## config.mk

```make
export PLATFORM = sky130hd
export DESIGN_NAME = shi_alarm_flat
export DESIGN_NICKNAME = d
export VERILOG_FILES = /design/src/rtl/shi_alarm_if.sv /design/src/rtl/shi_alarm.sv /design/src/flat_wrapper.sv
export SDC_FILE = /design/constraint.sdc
export NUM_CORES = 1
export LEC_CHECK = 0
export ABC_AREA = 0
export CAP_MARGIN = 20
export CORE_ASPECT_RATIO = 0.8
export CORE_MARGIN = 5
export CORE_UTILIZATION = 32
export DETAILED_ROUTE_END_ITERATION = 16
export PLACE_DENSITY = 0.57
export SYNTH_ARGS = -nofsm -noshare
export SYNTH_HDL_FRONTEND = slang
export SYNTH_SLANG_ARGS = --single-unit
```

## constraint.sdc

```tcl
create_clock -name clk -period 4.8 [get_ports clk]
set_input_delay 1.44 -clock clk [delete_from_list [all_inputs] [get_ports clk]]
set_output_delay 1.44 -clock clk [all_outputs]
set_load 0.01 [all_outputs]
```

## src/rtl/shi_alarm_if.sv

```systemverilog
// Hours-stage signal bundle: time/alarm inputs from upstream stages, hour/alarm outputs.
// Pure wiring; no latency of its own.
// No backpressure: every signal is a level or a single-cycle strobe.
interface shi_alarm_if;
  logic       sec_tick;
  logic       cin;
  logic [7:0] secin;
  logic [7:0] minin;
  logic [7:0] alarm_min;
  logic       am;
  logic       naozhong;
  logic       stop_n;
  logic [7:0] qout;
  logic [7:0] nout;
  logic       ringing;
  logic       buzz;

  // Upstream / stimulus side
  modport master (
    output sec_tick, cin, secin, minin, alarm_min, am, naozhong, stop_n,
    input  qout, nout, ringing, buzz
  );

  // Hours stage side
  modport slave (
    input  sec_tick, cin, secin, minin, alarm_min, am, naozhong, stop_n,
    output qout, nout, ringing, buzz
  );
endinterface

```

## src/rtl/shi_alarm.sv

```systemverilog
// Hours counter (0-23) with key adjust, alarm-hour register and timed pulsed buzzer.
// Latency: carry -> qout 1 cycle; key -> qout/nout/ring-exit 3 cycles; match -> ringing 1 cycle.
// No backpressure: strobes are consumed in the cycle they arrive.
module shi_alarm #(
  parameter int RING_SECS = 30,
  parameter int BEEP_DIV  = 12_500_000
) (
  input logic      clk,
  input logic      reset,
  shi_alarm_if.slave bus
);

  localparam int             BW        = (BEEP_DIV > 1) ? $clog2(BEEP_DIV) : 1;
  localparam logic [BW-1:0]  BEEP_LAST = BW'(BEEP_DIV - 1);
  localparam logic [7:0]     RING_LAST = 8'(RING_SECS - 1);

  typedef enum logic {IDLE, RING} state_t;

  // [0] first sync stage, [1] second sync stage, [2] previous value of [1]
  logic [2:0]    am_sync_q,   am_sync_d;
  logic [2:0]    stop_sync_q, stop_sync_d;
  logic [7:0]    qout_q,      qout_d;
  logic [7:0]    nout_q,      nout_d;
  logic          match_d_q,   match_d_d;
  state_t        state_q,     state_d;
  logic [7:0]    ring_cnt_q,  ring_cnt_d;
  logic [BW-1:0] beep_cnt_q,  beep_cnt_d;
  logic          beep_ph_q,   beep_ph_d;
  logic          ringing_q,   ringing_d;
  logic          buzz_q,      buzz_d;

  logic am_fall, stop_fall, carry, match;

  function automatic logic [7:0] hr_inc(input logic [7:0] h);
    return (h == 8'd23) ? 8'd0 : h + 8'd1;
  endfunction

  assign am_fall   = !am_sync_q[1]   && am_sync_q[2];
  assign stop_fall = !stop_sync_q[1] && stop_sync_q[2];
  assign carry     = bus.sec_tick && bus.cin;
  assign match     = (qout_q == nout_q) && (bus.minin == bus.alarm_min) &&
                     (bus.secin == 8'd0) && !bus.naozhong;

  // Next-state logic for counters, synchronizers and the alarm FSM
  always_comb begin
    am_sync_d   = {am_sync_q[1:0], bus.am};
    stop_sync_d = {stop_sync_q[1:0], bus.stop_n};
    match_d_d   = match;

    // Carry and key in the same cycle collapse into one increment
    qout_d = qout_q;
    if (carry || (am_fall && !bus.naozhong)) qout_d = hr_inc(qout_q);

    nout_d = nout_q;
    if (am_fall && bus.naozhong) nout_d = hr_inc(nout_q);

    // Beep divider free-runs; it is re-phased on RING entry below
    if (beep_cnt_q == BEEP_LAST) begin
      beep_cnt_d = '0;
      beep_ph_d  = !beep_ph_q;
    end else begin
      beep_cnt_d = beep_cnt_q + 1'b1;
      beep_ph_d  = beep_ph_q;
    end

    state_d    = state_q;
    ring_cnt_d = ring_cnt_q;
    case (state_q)
      IDLE: begin
        // Only the rising edge of match arms; a held match cannot retrigger
        if (match && !match_d_q) begin
          state_d    = RING;
          ring_cnt_d = 8'd0;
          beep_cnt_d = '0;
          beep_ph_d  = 1'b1;
        end
      end
      RING: begin
        if (stop_fall || bus.naozhong ||
            (bus.sec_tick && ring_cnt_q == RING_LAST)) begin
          state_d = IDLE;
        end else if (bus.sec_tick) begin
          ring_cnt_d = ring_cnt_q + 8'd1;
        end
      end
      default: state_d = IDLE;
    endcase

    ringing_d = (state_d == RING);
    buzz_d    = (state_d == RING) && beep_ph_d;
  end

  // State register; key synchronizers preset idle so reset release is edge-free
  always_ff @(posedge clk or negedge reset) begin
    if (!reset) begin
      am_sync_q   <= 3'b111;
      stop_sync_q <= 3'b111;
      qout_q      <= 8'd0;
      nout_q      <= 8'd0;
      match_d_q   <= 1'b0;
      state_q     <= IDLE;
      ring_cnt_q  <= 8'd0;
      beep_cnt_q  <= '0;
      beep_ph_q   <= 1'b1;
      ringing_q   <= 1'b0;
      buzz_q      <= 1'b0;
    end else begin
      am_sync_q   <= am_sync_d;
      stop_sync_q <= stop_sync_d;
      qout_q      <= qout_d;
      nout_q      <= nout_d;
      match_d_q   <= match_d_d;
      state_q     <= state_d;
      ring_cnt_q  <= ring_cnt_d;
      beep_cnt_q  <= beep_cnt_d;
      beep_ph_q   <= beep_ph_d;
      ringing_q   <= ringing_d;
      buzz_q      <= buzz_d;
    end
  end

  assign bus.qout    = qout_q;
  assign bus.nout    = nout_q;
  assign bus.ringing = ringing_q;
  assign bus.buzz    = buzz_q;

endmodule
```

## src/flat_wrapper.sv

```systemverilog
// flat-port wrapper written by rule: the top's interface ports become plain ports
module shi_alarm_flat 
#(
  parameter int RING_SECS = 30,
  parameter int BEEP_DIV  = 12_500_000
)
  (clk, reset, bus_sec_tick, bus_cin, bus_secin, bus_minin, bus_alarm_min, bus_am, bus_naozhong, bus_stop_n, bus_qout, bus_nout, bus_ringing, bus_buzz);
  shi_alarm_if bus_i ();
  input logic clk;
  input logic reset;
  input wire logic [$bits(bus_i.sec_tick)-1:0] bus_sec_tick;
  input wire logic [$bits(bus_i.cin)-1:0] bus_cin;
  input wire logic [$bits(bus_i.secin)-1:0] bus_secin;
  input wire logic [$bits(bus_i.minin)-1:0] bus_minin;
  input wire logic [$bits(bus_i.alarm_min)-1:0] bus_alarm_min;
  input wire logic [$bits(bus_i.am)-1:0] bus_am;
  input wire logic [$bits(bus_i.naozhong)-1:0] bus_naozhong;
  input wire logic [$bits(bus_i.stop_n)-1:0] bus_stop_n;
  output wire logic [$bits(bus_i.qout)-1:0] bus_qout;
  output wire logic [$bits(bus_i.nout)-1:0] bus_nout;
  output wire logic [$bits(bus_i.ringing)-1:0] bus_ringing;
  output wire logic [$bits(bus_i.buzz)-1:0] bus_buzz;
  assign bus_i.sec_tick = bus_sec_tick;
  assign bus_i.cin = bus_cin;
  assign bus_i.secin = bus_secin;
  assign bus_i.minin = bus_minin;
  assign bus_i.alarm_min = bus_alarm_min;
  assign bus_i.am = bus_am;
  assign bus_i.naozhong = bus_naozhong;
  assign bus_i.stop_n = bus_stop_n;
  assign bus_qout = bus_i.qout;
  assign bus_nout = bus_i.nout;
  assign bus_ringing = bus_i.ringing;
  assign bus_buzz = bus_i.buzz;
  shi_alarm #(.RING_SECS(RING_SECS), .BEEP_DIV(BEEP_DIV)) u_core (.clk(clk), .reset(reset), .bus(bus_i));
endmodule
```

==> results.yml <==
synth:
  synthArstFlopShare: 1.000
  synth_cell_types: 43
  synth_area_leaders: "dfrtp_1, xor2_1, dfstp_2, xnor2_1, nor2_1"
  syn_inst: 286
  synth.net_count: 322
  yosysTopAreaCell: "dfrtp_1"
  synthDominantCellAreaShare: 0.4297
  ys_seq_elements: 58
  yosys_warnings: 0
  synthesis.area_um2: 2970
  avgSynthCellArea_um2: 10.39
  synth-edff-count: 0
  synthFlopType: "dfrtp_1"
  ys_seq_area_frac: 0.4916
timing:
  drv_slew: 0
  max-slew-margin-rel: 0.4398
  setup-violations-final: 0
  period_needed_ns: 3.493
  rsz0062_at_grt: "no"
  hold_viol: 0
  skew_ns: 0.008820
  tightest_slew_ns: 0.8403
  timing.fmax_ghz: 0.2863
  final.setup.tns_ns: 0
  period_share: 0.7276
pwr:
  power_mw: 1.551
  p_int_mw: 1.140
  swShare: 0.2649
  seqPwrFrac: 0.406
  pwr-share-comb: 0.181
  peakVddDrop_uv: 313.3
  p_sw_mw: 0.4109
  p_per_area_nw_per_um2: 402.5
  p_clk_frac: 0.412
  cellLeakagePower_nw: 1.643
grt:
  grt_max_degree: 31
  gr-usage-met2: 0.1992
  met1_usage: 0.1603
  gr-total-overflow: 0
  track_usage: 0.1257
  grt_first_pass_wirelength_um: 11250
  antenna_found_initial: 0
  met3_usage: 0.04289
  grt_pass1_vias: 2277
  top_usage_layer: "met2"
detailed_routing:
  drc: 0
  drtIter0Drc: 129
  avgRoutedWirePerCell_um: 14.44
  ant_nets: 0
  vias: 2269
  wl_um: 6655
  firstDrtPassIters: 4
  vias_per_cell: 4.922
cts:
  cts_buffer_depth: 2
  ctsResizeCount: 0
  clk_latency_ns: 0.32
  root_buffer: "clkbuf_16"
  clkTransAtPathRegs_ns: 0.05
  h-tree-depth: 3
  cts_tree: "built"
  cts_buffers: 9
  clock_sinks: 58
  post_cts.repair.setup_buffers: 0
  ctsHoldBuffers: 0
worst_setup_path:
  crit_type: "input pin to register"
  crit_fanout: 20
  start_kind: "input pin"
  crit_path_end_kind: "register"
  critPathRequiredTime_ns: 4.96
  worst_ep_arrival_time_ns: 3.66
final_layout:
  layout.cells.non_filler: 461
  finalCoreUtilization: 0.4246
  antennaDiodeCount: 0
  fillCellCount: 870
  regArea_um2: 1460
  final_common_cell: "dfrtp_1"
  nNetsFinal: 377
  final_layout_size_suffix_gt1_frac: 0.1069
  layout_common_cells: "dfrtp_1, clkdlybuf4s50_1, nor2_1"
  multiInputGateArea_um2: 1438
  syn_to_final_growth_pct: 29.74
floorplanning:
  die_x_um: 117.7
  initial_core_util: 0.3273
  io_pins: 49
  core_area_um2: 9076
  dieArea_um2: 11320
  fp.dieH_um: 96.18
  rows: 31
place:
  dp_cells: 445
  globalplace.congestion: 0.8040
  io_buffers: 48
  hpwl_um: 4872
run:
  cap_viol_max_count: 0
status:
  status: "finished clean"
worst_hold_path:
  hold_class: "register to register"
metrics by stage:
step / setup WS, ns / hold WS [ns] / area (um^2)
CTS: 1.309 / 0.3551 / 3854
global placement: 0.9977 / 0.3469 / 3555
floorplan: 1.870 / 0.3452 / 2970
finish: 1.307 / 0.3541 / 3854
detailed placement: 0.9723 / 0.3479 / 3555
global route: 1.072 / 0.3628 / 3854
worst max-delay path, cell delays in order:
cell	delay [ns]
clkdlybuf4s50_1	0.40
or4_4	0.55
a2111oi_4	0.24
nand4_2	0.20
o21ai_2	0.71
nor2_1	0.12
power by group through the flow:
stage / clock [mW] / combinational (mW) / sequential, mW
6_report: 0.640 / 0.281 / 0.630
5_1_grt: 0.678 / 0.310 / 0.641
4_1_cts: 0.653 / 0.287 / 0.630
3_5_place_dp: 0 / 0.286 / 0.638
3_3_place_gp: 0 / 0.284 / 0.636
2_1_floorplan: 0 / 0.121 / 0.634
registers in the layout, summed over array words and instances (netlist names):
register / cells
u_core.bus.nout: 8
u_core.ring_cnt_q: 8
u_core.beep_cnt_q: 24
u_core.state_q: 1
u_core.bus.qout: 8
u_core.stop_sync_q: 3
u_core.am_sync_q: 3
u_core.beep_ph_q: 1
u_core.match_d_q: 1
u_core.bus.buzz: 1
per-layer routing:
metal	up-vias	routed length, um
met5	-	0
met4	0	89
met3	6	195
met2	36	3113
met1	1105	3255
li1	1122	-
layout make-up:
cell class	count	share of cell area
flip-flops and latches	58	0.3789
multi-input cells	215	0.3731
repair buffers	49	0.1253
clock buffers	14	0.06851
well taps	115	0.03734
clock inverters	2	0.009091
inverters	8	0.007792
final timing paths:
check / startpoint / to / slack (ns) / cells past startpoint
setup reg to reg: u_core.bus.qout[6] / u_core.beep_cnt_q[20] / 2.52 / 5
setup / recovery: bus_secin[1] / u_core.beep_cnt_q[20] / 1.31 / 6
hold reg to reg: u_core.am_sync_q[0] / u_core.am_sync_q[1] / 0.35 / 0
min in group asynchronous: reset / u_core.bus.nout[2] / 1.15 / 1
max in group asynchronous: reset / u_core.stop_sync_q[2] / 2.77 / 2
hold / removal: u_core.am_sync_q[0] / u_core.am_sync_q[1] / 0.35 / 0
kinds of logic (layout without fill, tap and decap cells):
family,Yosys count,after routing,share of synthesized area
and+or+nand+nor,131,131,0.2346
DFF,58,58,0.4916
xor gates and xnor gates,50,50,0.1474
AOI/OAI and AO/OA,27,27,0.07329
buffers and inverters,13,73,0.02443
adders and majority gates,5,5,0.02106
muxes,2,2,0.007582
synthesized netlist by cell type (3+ instances only):
library cell  number
nand4_1           11
ha_1               5
inv_1              8
dfstp_2            7
nor3_1             4
and3_1            16
nand3_1           16
buf_6              3
xor2_1            31
dfrtp_1           51
nand2_1           22
and4_1             4
nor2_1            38
a21oi_1            8
xnor2_1           19
nor4_1             6
a31oi_1            5
(Power assumes the default switching activity.)
